File: config.mk
export PLATFORM = sky130hd
export DESIGN_NAME = miller_decoder
export DESIGN_NICKNAME = d
export VERILOG_FILES = /design/src/rtl/miller_decoder.sv
export SDC_FILE = /design/constraint.sdc
export NUM_CORES = 1
export LEC_CHECK = 0
export BUFFER_PORTS_ARGS = -buffer_cell sky130_fd_sc_hd__buf_2
export CELL_PAD_IN_SITES_DETAIL_PLACEMENT = 0
export CELL_PAD_IN_SITES_GLOBAL_PLACEMENT = 2
export CORE_MARGIN = 5
export CORE_UTILIZATION = 41
export DETAILED_ROUTE_END_ITERATION = 16
export MAX_ROUTING_LAYER = met4
export PLACE_DENSITY_LB_ADDON = 0.2
export SKIP_LAST_GASP = 1
export SLEW_MARGIN = 5
export SYNTH_ARGS = -nofsm -noshare
export SYNTH_HDL_FRONTEND = slang
export SYNTH_SLANG_ARGS = --single-unit
File: constraint.sdc
create_clock -name clk_100m -period 2.8 [get_ports clk_100m]
set_input_delay 0.14 -clock clk_100m [delete_from_list [all_inputs] [get_ports clk_100m]]
set_output_delay 0.14 -clock clk_100m [all_outputs]
set_load 0.03 [all_outputs]
File: src/rtl/miller_decoder.sv
// Miller (delay-modulation) line decoder: synchronise, hunt for bit phase, track a half-bit grid.
// Optional Miller coding-rule check is built in when RULE_CHECK_EN is defined.
module miller_decoder #(
  parameter int HALF_BIT_CYCLES = 16,
  parameter int TOL             = 3
) (
  input  logic clk_100m,
  input  logic rst_n,
  input  logic miller_i,
  output logic bit_o,
  output logic bit_valid_o,
  output logic locked_o,
  output logic err_o
);

  localparam int CW = $clog2(HALF_BIT_CYCLES);
  localparam int IW = $clog2(4 * HALF_BIT_CYCLES + 2 * TOL + 2) + 1;

  localparam logic [CW-1:0] CNT_ONE   = CW'(1);
  localparam logic [CW-1:0] CNT_MAX   = CW'(HALF_BIT_CYCLES - 1);
  localparam logic [CW-1:0] LATE_MAX  = CW'(TOL);
  localparam logic [CW-1:0] EARLY_MIN = CW'(HALF_BIT_CYCLES - TOL);
  localparam logic [CW-1:0] DECIDE_AT = CW'(TOL + 1);
  localparam logic [IW-1:0] IVL_ONE   = IW'(1);
  localparam logic [IW-1:0] IVL_SAT   = {IW{1'b1}};
  localparam logic [IW-1:0] LOCK_MIN  = IW'(4 * HALF_BIT_CYCLES - TOL);
  localparam logic [IW-1:0] LOCK_MAX  = IW'(4 * HALF_BIT_CYCLES + TOL);
  localparam logic [2:0]    HB_LIMIT  = 3'd4;

  typedef enum logic {HUNT = 1'b0, LOCKED = 1'b1} state_t;

  state_t        state_q, state_d;
  logic [2:0]    sync_q;
  logic [IW-1:0] ivl_q, ivl_d;
  logic [CW-1:0] cnt_q, cnt_d;
  logic          phase_q, phase_d;       // 1 = second half of the bit
  logic [2:0]    hb_q, hb_d;
  logic          mid_seen_q, mid_seen_d;
  logic          bit_q, bit_d;
  logic          valid_q, valid_d;
  logic          locked_q, locked_d;
  logic          err_q, err_d;
  logic          edge_det, viol, grid_mid;
`ifdef RULE_CHECK_EN
  logic          bnd_seen_q, bnd_seen_d;
  logic          prev_bit_q, prev_bit_d;
  logic          prev_bnd_q, prev_bnd_d;
`endif

  assign edge_det = sync_q[1] ^ sync_q[2];

  always_comb begin
    state_d    = state_q;
    cnt_d      = cnt_q;
    phase_d    = phase_q;
    hb_d       = hb_q;
    mid_seen_d = mid_seen_q;
    bit_d      = bit_q;
    valid_d    = 1'b0;
    err_d      = 1'b0;
    viol       = 1'b0;
    grid_mid   = 1'b0;
`ifdef RULE_CHECK_EN
    bnd_seen_d = bnd_seen_q;
    prev_bit_d = prev_bit_q;
    prev_bnd_d = prev_bnd_q;
`endif
    if (edge_det) begin
      ivl_d = IVL_ONE;
    end else if (ivl_q != IVL_SAT) begin
      ivl_d = ivl_q + IVL_ONE;
    end else begin
      ivl_d = ivl_q;
    end

    case (state_q)
      HUNT: begin
        // Only a 4-half-bit interval (data 1,0,1) pins the phase: both its edges are mid-bit.
        if (edge_det && (ivl_q >= LOCK_MIN) && (ivl_q <= LOCK_MAX)) begin
          state_d    = LOCKED;
          cnt_d      = CNT_ONE;
          phase_d    = 1'b1;
          hb_d       = 3'd0;
          mid_seen_d = 1'b1;
`ifdef RULE_CHECK_EN
          bnd_seen_d = 1'b0;
          prev_bit_d = 1'b1;
          prev_bnd_d = 1'b1;
`endif
        end else begin
          state_d = HUNT;
        end
      end
      LOCKED: begin
        if (cnt_q == CNT_MAX) begin
          cnt_d   = '0;
          phase_d = ~phase_q;
          hb_d    = (hb_q != HB_LIMIT) ? hb_q + 3'd1 : hb_q;
        end else begin
          cnt_d = cnt_q + CNT_ONE;
        end
        // The edge cycle itself is grid point 0, so the next cycle counts 1.
        if (edge_det) begin
          cnt_d = CNT_ONE;
          hb_d  = 3'd0;
          if (cnt_q <= LATE_MAX) begin
            phase_d  = phase_q;
            grid_mid = phase_q;
          end else if (cnt_q >= EARLY_MIN) begin
            phase_d  = ~phase_q;
            grid_mid = ~phase_q;
          end else begin
            viol = 1'b1;
          end
          if (grid_mid) begin
            mid_seen_d = 1'b1;
          end else begin
`ifdef RULE_CHECK_EN
            bnd_seen_d = ~viol;
`else
            mid_seen_d = mid_seen_q;
`endif
          end
        end
        if (!phase_q && (cnt_q == DECIDE_AT)) begin
          valid_d    = 1'b1;
          bit_d      = mid_seen_q;
          mid_seen_d = 1'b0;
`ifdef RULE_CHECK_EN
          // Boundary edge after a 1, or no boundary edge between two 0s.
          if ((mid_seen_q && bnd_seen_q) || (!mid_seen_q && !prev_bit_q && !prev_bnd_q)) begin
            viol = 1'b1;
          end else begin
            viol = viol;
          end
          prev_bit_d = mid_seen_q;
          prev_bnd_d = bnd_seen_q;
          bnd_seen_d = 1'b0;
`endif
        end
        if ((hb_q == HB_LIMIT) && (cnt_q > LATE_MAX)) begin
          viol = 1'b1;
        end
        if (viol) begin
          state_d    = HUNT;
          err_d      = 1'b1;
          cnt_d      = '0;
          phase_d    = 1'b0;
          hb_d       = 3'd0;
          mid_seen_d = 1'b0;
`ifdef RULE_CHECK_EN
          bnd_seen_d = 1'b0;
`endif
        end else begin
          state_d = LOCKED;
        end
      end
      default: state_d = HUNT;
    endcase
    locked_d = (state_d == LOCKED);
  end

  always_ff @(posedge clk_100m or negedge rst_n) begin
    if (!rst_n) begin
      state_q    <= HUNT;
      sync_q     <= 3'b000;
      ivl_q      <= '0;
      cnt_q      <= '0;
      phase_q    <= 1'b0;
      hb_q       <= 3'd0;
      mid_seen_q <= 1'b0;
      bit_q      <= 1'b0;
      valid_q    <= 1'b0;
      locked_q   <= 1'b0;
      err_q      <= 1'b0;
`ifdef RULE_CHECK_EN
      bnd_seen_q <= 1'b0;
      prev_bit_q <= 1'b0;
      prev_bnd_q <= 1'b0;
`endif
    end else begin
      state_q    <= state_d;
      sync_q     <= {sync_q[1:0], miller_i};
      ivl_q      <= ivl_d;
      cnt_q      <= cnt_d;
      phase_q    <= phase_d;
      hb_q       <= hb_d;
      mid_seen_q <= mid_seen_d;
      bit_q      <= bit_d;
      valid_q    <= valid_d;
      locked_q   <= locked_d;
      err_q      <= err_d;
`ifdef RULE_CHECK_EN
      bnd_seen_q <= bnd_seen_d;
      prev_bit_q <= prev_bit_d;
      prev_bnd_q <= prev_bnd_d;
`endif
    end
  end

  assign bit_o       = bit_q;
  assign bit_valid_o = valid_q;
  assign locked_o    = locked_q;
  assign err_o       = err_q;

endmodule

==> out/results.txt, run 1 <==
status = finished clean
Cell Pwr Density = 438 nW/um2
Pre-antenna DRT Iters = 4
gr usage total = 13.9%
ant diodes = 0
Distinct cells, synth = 37
initial antenna violation count = 0
Post-CTS Setup Repair Bufs = 0
initial DRC count = 81
min Tclk post-route = 1.65 ns
flop and latch count out of synthesis = 24
CP max FO = 5
top layer in use = met4
Mapped Nets = 150
core footprint = 3080 um2
CP Data Required Time = 3.05 ns
Syn Area/Cell = 9.56 um2
nets = 159
Clock Latency Late Sink = 0.32 ns
Placement Cell Area = 1390 um2
Die W = 66.7 um
CTS H-tree depth = 1
Startpoint Class = flip-flop
Seq/Total Area, Yosys = 45.5%
ys async rst share = 100%
via count = 1019
Reg2Reg Launch Point = cnt_q[0]
CTS tree = built
DIE AREA = 4450 um2
metal1 wirelength = 1290 um
leakage power of the design = 0.709 nW
Filler cells = 307
max-capacitance violation count = 0
total CTS buffers = 3
Tcrit/Tclk final = 58.9%
Layout area overhead = 9.49%
total congestion overflow = 0
Clock Tree Root = clkbuf_4
post-cts sizing count = 0
DR vias/cell = 5.36
# IOs = 7
Peak VDD IR = 286 uV
Starting Density = 42.8%
reg2reg path depth = 7
RSZ-0062 raised after global routing = no
final WL = 2580 um
Synth Instances = 138
largest net degree at the start of global routing = 25
placed cells = 184
top_reg_cell synth = dfrtp_1
fmax = 606 MHz
Post-synth EDFFs = 0
Setup Viol. Count Final = 0
detailed placement HPWL = 1840 um
Die Y = 66.7 um
Worst Tran Pin Value = 0.537 ns
fraction of layout cells with a size suffix above 1 = 12.3%
WL met3 = 103 um
critical path arrival = 1.90 ns
clk buf depth = 2
placer's final routability congestion estimate = 0.726
WL met2 = 1160 um
Routed Antenna Nets = 0
kind of critical path = flip-flop to flip-flop
final number of hold-violating endpoints = 0
Routed WL per cell = 13.6 um
final hold slack = 0.319 ns
Worst Setup End Kind = flip-flop
area of the mapped netlist = 1320 um2
pins over their slew limit = 0
Final Cell Area = 1440 um2
slew margin rel. = 64.2%
first-pass GRT wire length = 4560 um
drt drc = 0
Clk pin slew, worst setup/hold paths = 0.14 ns
vias in the first global route = 984
Setup TNS = 0 ns
Hold WC Path Type = input pin to asynchronous set/reset pin
Layout Skew = 0.0191 ns
row cnt = 20
r2r setup slk = 1.15 ns
CTS Sinks = 24
post-route insts no fill = 190
reg2reg end = mid_seen_q
YS warnings = 0
Port Buffer Count = 6
==> worst max-delay path by stage <==
| stage | startpoint | to | slack, ns |
|---|---|---|---|
| after floorplan | hb_q[0] | phase_q | 1.32 |
| after global placement | cnt_q[0] | mid_seen_q | 1.15 |
| after detailed placement | cnt_q[0] | mid_seen_q | 1.18 |
| after CTS | cnt_q[0] | mid_seen_q | 1.16 |
| after global routing | cnt_q[0] | mid_seen_q | 1.02 |
| final | cnt_q[0] | mid_seen_q | 1.15 |
==> cells in the mapped netlist (2+ instances only) <==
master    count  area share, %
a21o_1        3            1.7
xor2_1        5            3.3
ha_1          9            8.5
nand3_1       3            1.1
o211ai_1      2            1.1
inv_1        11            3.1
a31oi_1       2           0.95
dfrtp_1      24             46
nor2_1       14            4.0
nand2_1      12            3.4
o21ai_0       9            3.4
a21oi_1      11            4.2
buf_2         4            1.5
and3_1        4            1.9
nand4_1       3            1.4
==> cell usage in the layout (no fill, tap or decap), drive strengths merged, types with 2 or more instances in the layout <==
cell and n:
and3 5, buf 7, nand4 4, xor2 5, ha 9, a21oi 12, xnor2 2, a21o 3
clkbuf 4, o211ai 2, inv 11, nand3 3, o21ai 9, nand2 13, a31oi 2, dfrtp 24
nor2 14, dlygate4sd3 2
==> area by class of cell <==
cell class	count	area (um2)	share of cell area, %
Clock buffer	4	36.3	2.51
Multi-Input combinational cell	98	653	45.2
Sequential cell	24	601	41.6
Inverter	11	41.3	2.86
Tap cell	44	55.1	3.81
Timing Repair Buffer	9	57.6	3.99
==> critical path, cell delays in order (launching register included) <==
cell	delay, ns
dfrtp_1	0.46
inv_1	0.12
ha_1	0.21
inv_1	0.05
o211ai_1	0.13
a21boi_1	0.31
a21oi_1	0.11
a211oi_1	0.20
==> metal layers <==
layer	global-route usage (%)	vias up
met5	-	-
met4	3.05	0
met3	4.22	4
met2	21.3	22
met1	18.1	494
li1	-	499
==> logic make-up (layout without fill, tap and decap cells) <==
| kind of cell | Yosys count | in the layout | share of synthesized area (%) |
|---|---|---|---|
| xor gates and xnor gates | 7 | 7 | 5.22 |
| and+or+nand+nor | 45 | 45 | 17.2 |
| AOI/OAI and AO/OA | 36 | 36 | 17.7 |
| buffers and inverters | 16 | 24 | 4.93 |
| muxes | 1 | 1 | 0.854 |
| DFF | 24 | 24 | 45.5 |
| adders and majority gates | 9 | 9 | 8.54 |
==> through the flow <==
| stage | util (%) | total power [mW] | worst slack (ns) |
|---|---|---|---|
| floorplan | - | 0.427 | 1.32 |
| global placement | 45.1 | 0.451 | 1.15 |
| detailed placement | 45.1 | 0.452 | 1.18 |
| CTS | 46.9 | 0.639 | 1.16 |
| global route | 46.9 | 0.669 | 1.02 |
| finish | 46.9 | 0.633 | 1.15 |
==> state kept, by name, summed over array words and instances, names as in the netlist <==
signal,cells
mid_seen_q,1
ivl_q,8
bit_valid_o,1
bit_o,1
phase_q,1
cnt_q,4
err_o,1
locked_o,1
sync_q,3
hb_q,3
==> repair_timing <==
item | in CTS | in global routing
hold endpoints to repair | 25 | 0
endpoints found under the setup margin | 0 | 0
hold buffers | 2 | 0
==> report_power, final <==
part	total (mW)	switching, mW	internal, mW	leakage, nW
registers	0.379	0.0195	0.359	0.323
logic	0.0685	0.0404	0.0281	0.365
clock network	0.186	0.106	0.0795	0.0210
total	0.633	0.166	0.467	0.709
Note: power is estimated with default switching activity, not from simulation.
==> run 2, diff against run 1 <==
Settings changed: CORE_UTILIZATION 41 to 34.
Clock period 2.8 ns to 1.33 ns, I/O delays scaled along.
==> out/results.txt, run 2 (same netlist as run 1, synthesis figures left out) <==
status = complete, but fails checks (was finished clean)
violations in the final reports = negative setup slack
Setup Viol. Count Final = 18 (was 0)
top flop regs = ivl_q: 8 flops, cnt_q: 4 flops (unchanged)
Setup TNS = -1.62 ns (was 0 ns)
Startpoint Class = flip-flop (unchanged)
CTS tree = built (unchanged)
Starting Density = 35.5% (was 42.8%)
Reg area = 607 um2 (was 601 um2)
CTS H-tree depth = 1 (unchanged)
total CTS buffers = 3 (unchanged)
clock network power share = 36.6% (was 29.4%)
final number of hold-violating endpoints = 0 (unchanged)
register bank with the most flops = ivl_q (unchanged)
Int Power = 1.32 mW (was 0.467 mW)
slew margin rel. = 62.6% (was 64.2%)
DIE AREA = 5220 um2 (was 4450 um2)
Top delay family on crit path = compound AO/OA/AOI/OAI gates (unchanged)
placer's final routability congestion estimate = 0.757 (was 0.726)
Worst Tran Pin Value = 0.560 ns (was 0.537 ns)
drt drc = 0 (unchanged)
ant diodes = 0 (unchanged)
Clk pin slew, worst setup/hold paths = 0.09 ns (was 0.14 ns)
WL met2 = 1740 um (was 1160 um)
vias in the first global route = 1169 (was 984)
metal1 wirelength = 1480 um (was 1290 um)
Layout area overhead = 47.5% (was 9.49%)
# IOs = 7 (unchanged)
Clock Latency Late Sink = 0.26 ns (was 0.32 ns)
row cnt = 22 (was 20)
fraction of layout cells with a size suffix above 1 = 51.1% (was 12.3%)
final WL = 3390 um (was 2580 um)
slowest stage cell, crit path = dfrtp_1 (unchanged)
top layer in use = met4 (unchanged)
Cell Pwr Density = 894 nW/um2 (was 438 nW/um2)
nets = 191 (was 159)
switching pwr = 0.421 mW (was 0.166 mW)
leakage power of the design = 0.900 nW (was 0.709 nW)
initial DRC count = 114 (was 81)
detailed placement HPWL = 2240 um (was 1840 um)
Hold WC Path Type = input pin to asynchronous set/reset pin (unchanged)
most frequent cells in the layout = 29 x buf_4, 19 x dfrtp_1, 11 x nor2_1 (was 24 x dfrtp_1, 14 x nor2_1, 12 x nand2_1)
clk buf depth = 2 (unchanged)
pins over their slew limit = 0 (unchanged)
max reg flops = 8 (unchanged)
largest net degree at the start of global routing = 25 (unchanged)
Layout Skew = 0.00374 ns (was 0.0191 ns)
max-capacitance violation count = 0 (unchanged)
Routed Antenna Nets = 0 (unchanged)
CP Data Required Time = 1.48 ns (was 3.05 ns)
min Tclk post-route = 1.49 ns (was 1.65 ns)
CP dominant cell by count = inv_2 (was inv_1)
CTS Sinks = 24 (unchanged)
Routed WL per cell = 15.0 um (was 13.6 um)
Tcrit/Tclk final = 112% (was 58.9%)
Worst Setup End Kind = flip-flop (unchanged)
Reg power frac = 44.9% (was 59.8%)
core footprint = 3720 um2 (was 3080 um2)
Die Y = 72.3 um (was 66.7 um)
slowest stage delay, CP = 0.39 ns (was 0.46 ns)
via count = 1151 (was 1019)
initial antenna violation count = 0 (unchanged)
Pre-antenna DRT Iters = 4 (unchanged)
leading cell type in the layout, fill and taps excluded = buf_4 (was dfrtp_1)
WL met3 = 116 um (was 103 um)
gr usage total = 14.0% (was 13.9%)
total congestion overflow = 0 (unchanged)
Die W = 72.3 um (was 66.7 um)
crit-path cells = inv_2, ha_2, inv_2, a21oi_2, a22o_1, a21o_1, a31oi_1 (was inv_1, ha_1, inv_1, o211ai_1, a21boi_1, a21oi_1, a211oi_1)
fmax = 670 MHz (was 606 MHz)
first-pass GRT wire length = 5590 um (was 4560 um)
Peak VDD IR = 1120 uV (was 286 uV)
WP buf/inv = 2 (unchanged)
Port Buffer Count = 6 (unchanged)
kind of critical path = flip-flop to flip-flop (unchanged)
RSZ-0062 raised after global routing = yes (was no)
Filler cells = 328 (was 307)
Clock Tree Root = clkbuf_8 (was clkbuf_4)
sw frac = 24.2% (was 26.3%)
setup ws final = -0.164 ns (was 1.15 ns)
DR vias/cell = 5.09 (was 5.36)
CP max FO = 4 (was 5)
Design Power = 1.74 mW (was 0.633 mW)
combinational share of power = 18.5% (was 10.8%)
footprint of the multi-input gates = 840 um2 (was 653 um2)
critical path arrival = 1.64 ns (was 1.90 ns)
[run 2: cell count changes in the layout (fill, tap and decap cells not counted), sizes merged]
cell	change
buf	+32
bufinv	+1
clkbuf	-1
[run 2: power groups by stage]
stage                     Sequential (mW)  Clock (mW)  Combinational, mW
final                               0.781       0.637              0.322
after global routing                0.786       0.698              0.350
after CTS                           0.778       0.665              0.283
after detailed placement            0.792           0              0.226
after global placement              0.790           0              0.222
after floorplan                     0.801           0              0.104
[run 2: final cells by class]
| type | instances | share of cell area (%) |
|---|---|---|
| flip-flops and latches | 24 | 31.2 |
| clock inverters | 1 | 1.54 |
| inverters | 11 | 2.38 |
| well taps | 48 | 3.09 |
| repair buffers | 41 | 16.5 |
| multi-input cells | 98 | 43.2 |
| clock buffers | 3 | 2.12 |
[run 2: path summary, 6_finish.rpt]
check,startpoint,end,slack (ns),cells after the start
min in group clk_100m,sync_q[0],sync_q[1],0.36,0
min,rst_n,cnt_q[0],0.32,2
max,ivl_q[1],hb_q[2],-0.16,7
max in group asynchronous,rst_n,ivl_q[0],0.61,2
min reg2reg,sync_q[0],sync_q[1],0.36,0
max reg2reg,ivl_q[1],hb_q[2],-0.16,7
[run 2: layer usage]
layer  vias to the layer above  GRT usage [%]
li1                        562              -
met1                       565           17.4
met2                        18           23.5
met3                         6           3.46
met4                         0           1.88
met5                         -              -
[run 2: metrics by stage]
stage | instances | worst slack (ns) | cell area, um2 | hold WS, ns | util (%)
6_report | 226 | -0.164 | 1950 | 0.315 | 52.4
5_1_grt | 226 | -0.242 | 1950 | 0.376 | 52.4
4_1_cts | 224 | -0.128 | 1820 | 0.336 | 49.1
3_5_place_dp | 214 | -0.214 | 1620 | 0.0920 | 43.5
3_3_place_gp | 214 | -0.162 | 1620 | 0.0945 | 43.5
2_1_floorplan | 138 | -0.145 | 1360 | -0.229 | -
[run 2: timing repair]
action | 4_1_cts | 5_1_grt
hold buffers | 2 | 0
endpoints found under the hold margin | 25 | 0
pin swaps | 19 | 16
setup endpoints to repair | 18 | 20
gates resized for setup | 23 | 32
setup buffers | 4 | 3
gates cloned | 0 | 0
